$ cat src/rtl/ex_mem_reg_pkg.sv
// ex_mem_reg_pkg
//   Shared definitions for the EX/MEM pipeline register:
//   - default GPR data and address widths
//   - memory-op code width and codes (0 means "no memory access")
//   - state encoding of the two-entry skid buffer
//   No ports; imported by ex_mem_reg and ex_mem_slot.
package ex_mem_reg_pkg;

  localparam int DATA_WIDTH_GPR = 32;
  localparam int GPR_ADDR_W     = 5;
  localparam int MEM_OP_W       = 4;

  localparam logic [MEM_OP_W-1:0] MOP_NONE = 4'd0;
  localparam logic [MEM_OP_W-1:0] MOP_LW   = 4'd3;
  localparam logic [MEM_OP_W-1:0] MOP_SW   = 4'd8;

  // EMPTY: nothing held, ONE: output register holds a beat,
  // TWO: output and skid registers both hold a beat
  typedef enum logic [1:0] {
    ST_EMPTY = 2'd0,
    ST_ONE   = 2'd1,
    ST_TWO   = 2'd2
  } ex_mem_state_e;

endpackage

$ cat src/rtl/ex_mem_slot.sv
// ex_mem_slot
//   One valid bit plus one EX/MEM payload register.
//   Ports:
//     clk, rst_n  : clock, synchronous active-low reset (clears everything)
//     clr         : flush; clears valid, rd_we and mem_op, data fields hold
//     load        : capture the *_in payload this cycle
//     valid_in    : next value of the valid bit (when not cleared)
//     *_in        : payload to capture
//     valid, *_o  : registered valid and payload
module ex_mem_slot
  import ex_mem_reg_pkg::*;
#(
  parameter int DATA_W  = DATA_WIDTH_GPR,
  parameter int RADDR_W = GPR_ADDR_W,
  parameter int MOP_W   = MEM_OP_W
) (
  input  logic               clk,
  input  logic               rst_n,
  input  logic               clr,
  input  logic               load,
  input  logic               valid_in,
  input  logic [DATA_W-1:0]  alu_in,
  input  logic [RADDR_W-1:0] rd_addr_in,
  input  logic               rd_we_in,
  input  logic [MOP_W-1:0]   mem_op_in,
  input  logic [DATA_W-1:0]  store_data_in,
  output logic               valid,
  output logic [DATA_W-1:0]  alu_o,
  output logic [RADDR_W-1:0] rd_addr_o,
  output logic               rd_we_o,
  output logic [MOP_W-1:0]   mem_op_o,
  output logic [DATA_W-1:0]  store_data_o
);

  logic               valid_d, valid_q;
  logic [DATA_W-1:0]  alu_d, alu_q;
  logic [RADDR_W-1:0] rd_addr_d, rd_addr_q;
  logic               rd_we_d, rd_we_q;
  logic [MOP_W-1:0]   mem_op_d, mem_op_q;
  logic [DATA_W-1:0]  store_data_d, store_data_q;

  // A cleared slot must never look like a pending write or memory access,
  // so only the control fields are zeroed; the data fields are don't-care.
  always_comb begin
    valid_d      = valid_q;
    alu_d        = alu_q;
    rd_addr_d    = rd_addr_q;
    rd_we_d      = rd_we_q;
    mem_op_d     = mem_op_q;
    store_data_d = store_data_q;
    if (clr) begin
      valid_d  = 1'b0;
      rd_we_d  = 1'b0;
      mem_op_d = MOP_W'(MOP_NONE);
    end else begin
      valid_d = valid_in;
      if (load) begin
        alu_d        = alu_in;
        rd_addr_d    = rd_addr_in;
        rd_we_d      = rd_we_in;
        mem_op_d     = mem_op_in;
        store_data_d = store_data_in;
      end
    end
  end

  always_ff @(posedge clk) begin
    if (!rst_n) begin
      valid_q      <= 1'b0;
      alu_q        <= '0;
      rd_addr_q    <= '0;
      rd_we_q      <= 1'b0;
      mem_op_q     <= '0;
      store_data_q <= '0;
    end else begin
      valid_q      <= valid_d;
      alu_q        <= alu_d;
      rd_addr_q    <= rd_addr_d;
      rd_we_q      <= rd_we_d;
      mem_op_q     <= mem_op_d;
      store_data_q <= store_data_d;
    end
  end

  assign valid        = valid_q;
  assign alu_o        = alu_q;
  assign rd_addr_o    = rd_addr_q;
  assign rd_we_o      = rd_we_q;
  assign mem_op_o     = mem_op_q;
  assign store_data_o = store_data_q;

endmodule

$ cat src/rtl/ex_mem_reg.sv
// ex_mem_reg
//   EX/MEM pipeline register built as a two-entry skid buffer (OUT + SKID)
//   so that ex_ready is a flop and never depends combinationally on mem_ready.
//   Ports:
//     clk, rst_n           : clock, synchronous active-low reset
//     flush                : discard everything held and the incoming beat
//     ex_valid / ex_ready  : upstream handshake (ex_ready registered)
//     alu_out, ex_rd_addr, ex_rd_we, ex_mem_op, ex_store_data : EX payload
//     mem_valid / mem_ready: downstream handshake
//     mem_*                : registered payload from the OUT register
//     fwd_*                : forwarding of OUT's ALU result (only with
//                            macro EX_MEM_FWD_EN defined)
//   Optional feature macro: EX_MEM_FWD_EN
module ex_mem_reg
  import ex_mem_reg_pkg::*;
#(
  parameter int DATA_W  = DATA_WIDTH_GPR,
  parameter int RADDR_W = GPR_ADDR_W,
  parameter int MOP_W   = MEM_OP_W
) (
  input  logic               clk,
  input  logic               rst_n,
  input  logic               flush,
  input  logic               ex_valid,
  output logic               ex_ready,
  input  logic [DATA_W-1:0]  alu_out,
  input  logic [RADDR_W-1:0] ex_rd_addr,
  input  logic               ex_rd_we,
  input  logic [MOP_W-1:0]   ex_mem_op,
  input  logic [DATA_W-1:0]  ex_store_data,
  output logic               mem_valid,
  input  logic               mem_ready,
  output logic [DATA_W-1:0]  mem_alu_out,
  output logic [RADDR_W-1:0] mem_rd_addr,
  output logic               mem_rd_we,
  output logic [MOP_W-1:0]   mem_mem_op,
  output logic [DATA_W-1:0]  mem_store_data
`ifdef EX_MEM_FWD_EN
  ,
  output logic               fwd_valid,
  output logic [RADDR_W-1:0] fwd_rd_addr,
  output logic [DATA_W-1:0]  fwd_data
`endif
);

  ex_mem_state_e state_d, state_q;
  logic          ex_ready_d, ex_ready_q;

  logic accept, drain, in_we;
  logic out_load, skid_load;
  logic out_valid, skid_valid;

  logic [DATA_W-1:0]  skid_alu, skid_store_data;
  logic [RADDR_W-1:0] skid_rd_addr;
  logic               skid_rd_we;
  logic [MOP_W-1:0]   skid_mem_op;

  logic [DATA_W-1:0]  out_alu_in, out_store_data_in;
  logic [RADDR_W-1:0] out_rd_addr_in;
  logic               out_rd_we_in;
  logic [MOP_W-1:0]   out_mem_op_in;

  assign accept = ex_valid & ex_ready_q;
  assign drain  = out_valid & mem_ready;

  // x0 is hardwired to zero, so a write to it is dropped at capture time
  assign in_we = ex_rd_we & (ex_rd_addr != '0);

  // Next state and register load enables. Flush overrides everything and
  // also drops a beat presented in the same cycle.
  always_comb begin
    state_d   = state_q;
    out_load  = 1'b0;
    skid_load = 1'b0;
    unique case (state_q)
      ST_EMPTY: begin
        if (accept) begin
          state_d  = ST_ONE;
          out_load = 1'b1;
        end
      end
      ST_ONE: begin
        if (accept && !drain) begin
          state_d   = ST_TWO;
          skid_load = 1'b1;
        end else if (drain && !accept) begin
          state_d = ST_EMPTY;
        end else if (accept && drain) begin
          out_load = 1'b1;
        end
      end
      ST_TWO: begin
        if (drain) begin
          state_d  = ST_ONE;
          out_load = 1'b1;
        end
      end
      default: state_d = ST_EMPTY;
    endcase
    if (flush) begin
      state_d   = ST_EMPTY;
      out_load  = 1'b0;
      skid_load = 1'b0;
    end
    ex_ready_d = (state_d != ST_TWO);
  end

  always_ff @(posedge clk) begin
    if (!rst_n) begin
      state_q    <= ST_EMPTY;
      ex_ready_q <= 1'b1;
    end else begin
      state_q    <= state_d;
      ex_ready_q <= ex_ready_d;
    end
  end

  // OUT refills from SKID whenever SKID is occupied, which keeps beats in
  // arrival order; otherwise it takes the beat straight from EX.
  always_comb begin
    out_alu_in        = alu_out;
    out_rd_addr_in    = ex_rd_addr;
    out_rd_we_in      = in_we;
    out_mem_op_in     = ex_mem_op;
    out_store_data_in = ex_store_data;
    if (skid_valid) begin
      out_alu_in        = skid_alu;
      out_rd_addr_in    = skid_rd_addr;
      out_rd_we_in      = skid_rd_we;
      out_mem_op_in     = skid_mem_op;
      out_store_data_in = skid_store_data;
    end
  end

  ex_mem_slot #(.DATA_W(DATA_W), .RADDR_W(RADDR_W), .MOP_W(MOP_W)) u_out (
    .clk          (clk),
    .rst_n        (rst_n),
    .clr          (flush),
    .load         (out_load),
    .valid_in     (state_d != ST_EMPTY),
    .alu_in       (out_alu_in),
    .rd_addr_in   (out_rd_addr_in),
    .rd_we_in     (out_rd_we_in),
    .mem_op_in    (out_mem_op_in),
    .store_data_in(out_store_data_in),
    .valid        (out_valid),
    .alu_o        (mem_alu_out),
    .rd_addr_o    (mem_rd_addr),
    .rd_we_o      (mem_rd_we),
    .mem_op_o     (mem_mem_op),
    .store_data_o (mem_store_data)
  );

  ex_mem_slot #(.DATA_W(DATA_W), .RADDR_W(RADDR_W), .MOP_W(MOP_W)) u_skid (
    .clk          (clk),
    .rst_n        (rst_n),
    .clr          (flush),
    .load         (skid_load),
    .valid_in     (state_d == ST_TWO),
    .alu_in       (alu_out),
    .rd_addr_in   (ex_rd_addr),
    .rd_we_in     (in_we),
    .mem_op_in    (ex_mem_op),
    .store_data_in(ex_store_data),
    .valid        (skid_valid),
    .alu_o        (skid_alu),
    .rd_addr_o    (skid_rd_addr),
    .rd_we_o      (skid_rd_we),
    .mem_op_o     (skid_mem_op),
    .store_data_o (skid_store_data)
  );

  // out_valid tracks state_q != ST_EMPTY exactly
  assign mem_valid = out_valid;
  assign ex_ready  = ex_ready_q;

`ifdef EX_MEM_FWD_EN
  // Only a non-memory result is final in MEM; loads are not yet available
  assign fwd_valid   = mem_valid & mem_rd_we & (mem_mem_op == MOP_W'(MOP_NONE));
  assign fwd_rd_addr = mem_rd_addr;
  assign fwd_data    = mem_alu_out;
`endif

endmodule

$ cat config.mk
export PLATFORM = sky130hd
export DESIGN_NAME = ex_mem_reg
export DESIGN_NICKNAME = d
export VERILOG_FILES = /design/src/rtl/ex_mem_reg_pkg.sv /design/src/rtl/ex_mem_slot.sv /design/src/rtl/ex_mem_reg.sv
export SDC_FILE = /design/constraint.sdc
export NUM_CORES = 1
export LEC_CHECK = 0
export ABC_CLOCK_PERIOD_IN_PS = 1800
export CAP_MARGIN = 20
export CORE_MARGIN = 3
export CORE_UTILIZATION = 40
export DETAILED_ROUTE_END_ITERATION = 7
export PLACE_DENSITY = 0.62
export SYNTH_ARGS = -nofsm -noshare
export SYNTH_HDL_FRONTEND = slang
export SYNTH_SLANG_ARGS = --single-unit
$ cat constraint.sdc
create_clock -name clk -period 1.8 [get_ports clk]
set_input_delay 0.54 -clock clk [delete_from_list [all_inputs] [get_ports clk]]
set_output_delay 0.54 -clock clk [all_outputs]
set_load 0.01 [all_outputs]
==> qor.yml, run 1 <==
status: "complete, no violations"
vias_per_cell: 5.20
fin_worst_skew_ps: 10.0
cts_tree: "yes"
cp-start-kind: "flop"
top_layer_used: "met4"
die_y_um: 138
place_inst: 1095
clk_pin_slew_ps: 60
postRouteAntennaNets: 0
slew_viol_final: 0
cp_top_family: "flip-flops"
synth.distinct_cells: 32
ys_ff_latch: 153
grt_antenna_before_repair: 0
worst-path-buf-inv: 1
syn_inst: 764
row_count: 47
cts_sinks: 153
worstReg2RegStart: "state_q[0]"
p_leak_nw: 3.95
ys_warn_count: 0
syn_area_mm2: 0.00700
crit_start: "ex_ready"
ctsRootBufferMaster: "clkbuf_16"
wirelength_mm: 18.1
coreArea_mm2: 0.0169
hold_start: "u_out.store_data_o[10]"
postSynthAreaPerCell_um2: 9.16
worst-endpoint-arrival_ps: 1180
remaining_drc_errors: 0
max_freq_ghz: 0.581
critical_path.max_stage_delay_ps: 430
cts_max_path_buffers: 2
wire_per_inst_um: 16.1
floorplan.die_area_mm2: 0.0191
finalNetCount: 973
min_period_ps: 1720
grt_pass1_wl_mm: 29.6
power_density_mw_per_mm2: 871
grt_overflow: 0
hold_violations: 0
dr.pass1.iters: 4
cts_setup_buffers: 0
drt-met1-wl_mm: 8.26
drtIter0Drc: 325
seq_area_frac_synth_pct: 43.8
n_antenna_cell: 0
via_count: 5861
cp-end-kind: "output pin"
syn_nets: 843
peakVddDrop_mv: 0.678
whs_ps: 453
grt_pass1_vias: 5987
power_w: 0.00816
die-width_um: 138
track_usage_pct: 18.6
io_pins: 155
worstPathMaxFanout: 5
wl_met3_mm: 1.00
fin_crit_sh_pct: 95.7
start_util_pct: 41.5
port_buffers: 154
grt_max_degree: 100
crit_type: "flop to output pin"
hold_class: "flop to flop"
routabilityCongestion: 0.770
fin_setup_tns_ps: 0
maxCapViolations: 0
final-setup-viol-count: 0
wl_met2_mm: 8.63
cts-buffers-inserted: 17
dp_hpwl_mm: 12.1
final_common_cell: "dfxtp_1"
cp_slowest_cell: "dfxtp_1"
maxSlewHeadroom_pct: 71.5
tightestPinTransition_ps: 428
drive_gt1_share_pct: 15.8
ctsHoldBuffers: 0
clock_latency_ps: 430
htree_levels: 4
crit_required_ps: 1260
rsz0062_at_grt: "no"
instances_no_fill: 1127
cp_cell_sequence: "dlygate4sd2_1"
final_cell_mix: "152 x dfxtp_1, 149 x nand2_1, 77 x clkdlybuf4s50_1"
layout-area-overhead-vs-synth_pct: 33.8
-- cell usage after synthesis --
master | n | share of area, %
dfxtp_1 | 153 | 44
nand2_1 | 149 | 8.0
mux2i_1 | 75 | 11
mux2_2 | 74 | 12
o21ai_0 | 74 | 5.3
nand3_1 | 73 | 5.2
a21boi_0 | 51 | 5.5
clkbuf_1 | 45 | 2.4
a21boi_1 | 19 | 2.0
buf_2 | 13 | 0.93
a21oi_1 | 6 | 0.43
buf_1 | 6 | 0.32
buf_4 | 6 | 0.64
a211oi_1 | 2 | 0.21
a211o_1 | 1 | 0.13
a21bo_2 | 1 | 0.14
a21boi_2 | 1 | 0.16
a221oi_1 | 1 | 0.13
a2bb2oi_2 | 1 | 0.21
a31oi_1 | 1 | 0.089
and3b_1 | 1 | 0.13
and4bb_2 | 1 | 0.18
buf_12 | 1 | 0.29
buf_6 | 1 | 0.16
buf_8 | 1 | 0.21
nand2b_1 | 1 | 0.089
nand4b_1 | 1 | 0.13
nand4bb_1 | 1 | 0.16
nor2b_1 | 1 | 0.089
o2111ai_1 | 1 | 0.13
o311ai_0 | 1 | 0.13
or4_1 | 1 | 0.11
-- per-stage QoR --
| stage | setup slack (ps) | utilization (%) | area, µm² |
|---|---|---|---|
| after floorplan | 150 | - | 7000 |
| after global placement | -317 | 52.5 | 8850 |
| after detailed placement | -471 | 52.5 | 8850 |
| after CTS | 5.93 | 55.4 | 9360 |
| after global routing | 26.6 | 55.5 | 9370 |
| final | 78.3 | 55.5 | 9370 |
-- cells by family (layout without fill, tap and decap cells) --
family / count (synthesis) / count (layout) / share of synthesized area [%]
AOI/OAI and AO/OA: 160 / 160 / 14.6
buffers and inverters: 73 / 216 / 4.97
muxes: 149 / 149 / 22.6
DFF: 153 / 153 / 43.8
and+or+nand+nor: 229 / 229 / 14.1
-- timing repair --
action	4_1_cts	5_1_grt
setup endpoints to repair	76	44
hold endpoints to repair	0	0
gates resized for setup	76	2
-- routing by layer --
metal,track usage (%),vias to the layer above
li1,-,2920
met1,23.2,2786
met2,30.8,138
met3,5.52,17
met4,6.24,0
met5,0,-
-- final timing paths --
kind | endpoint | slack [ps] | depth (start not counted)
setup / recovery | ex_ready | 80 | 1
hold / removal | u_out.store_data_o[10] | 450 | 2
setup reg to reg | u_out.alu_o[7] | 230 | 4
hold reg to reg | u_out.store_data_o[10] | 450 | 2
-- registers in the layout (all words and copies together), names as in the netlist --
| register | flops |
|---|---|
| u_skid.rd_addr_o | 5 |
| u_out.valid | 1 |
| u_skid.store_data_o | 32 |
| u_out.rd_addr_o | 5 |
| ex_ready | 1 |
| u_out.mem_op_o | 4 |
| state_q | 2 |
| u_skid.alu_o | 32 |
| u_skid.rd_we_o | 1 |
| u_out.alu_o | 32 |
| u_out.store_data_o | 32 |
| u_out.rd_we_o | 1 |
| u_skid.valid | 1 |
| u_skid.mem_op_o | 4 |
-- final cells by class --
| cell class | count | area (µm²) |
|---|---|---|
| clock buffers | 22 | 484 |
| multi-input cells | 538 | 3630 |
| clock inverters | 10 | 115 |
| fillers | 1491 | 7510 |
| repair buffers | 184 | 1790 |
| well taps | 220 | 275 |
| flip-flops and latches | 153 | 3070 |
-- where the power goes --
group	total (W)	switching [W]	internal, W
Clock	0.00361	0.00143	0.00219
Combinational	0.000994	0.000482	0.000512
Sequential	0.00355	0.0000566	0.00350
-- worst reg2reg max path, delay by kind of cell, from the launching register on --
family | cells | cell delay (ps)
AOI/OAI and AO/OA | 2 | 570
DFF | 1 | 410
muxes | 1 | 260
buffers and inverters | 1 | 240
(Power assumes the default switching activity.)
==> inputs of run 2 (changes only) <==
--- a/config.mk
+++ b/config.mk
@@ -9,6 +9,7 @@
 export CAP_MARGIN = 20
 export CORE_MARGIN = 3
 export CORE_UTILIZATION = 40
+export CTS_CLUSTER_DIAMETER = 200
 export DETAILED_ROUTE_END_ITERATION = 7
 export PLACE_DENSITY = 0.62
 export SYNTH_ARGS = -nofsm -noshare
==> results of run 2 <==
Same layout as run 1: the final DEF is identical, and so are final timing and power.
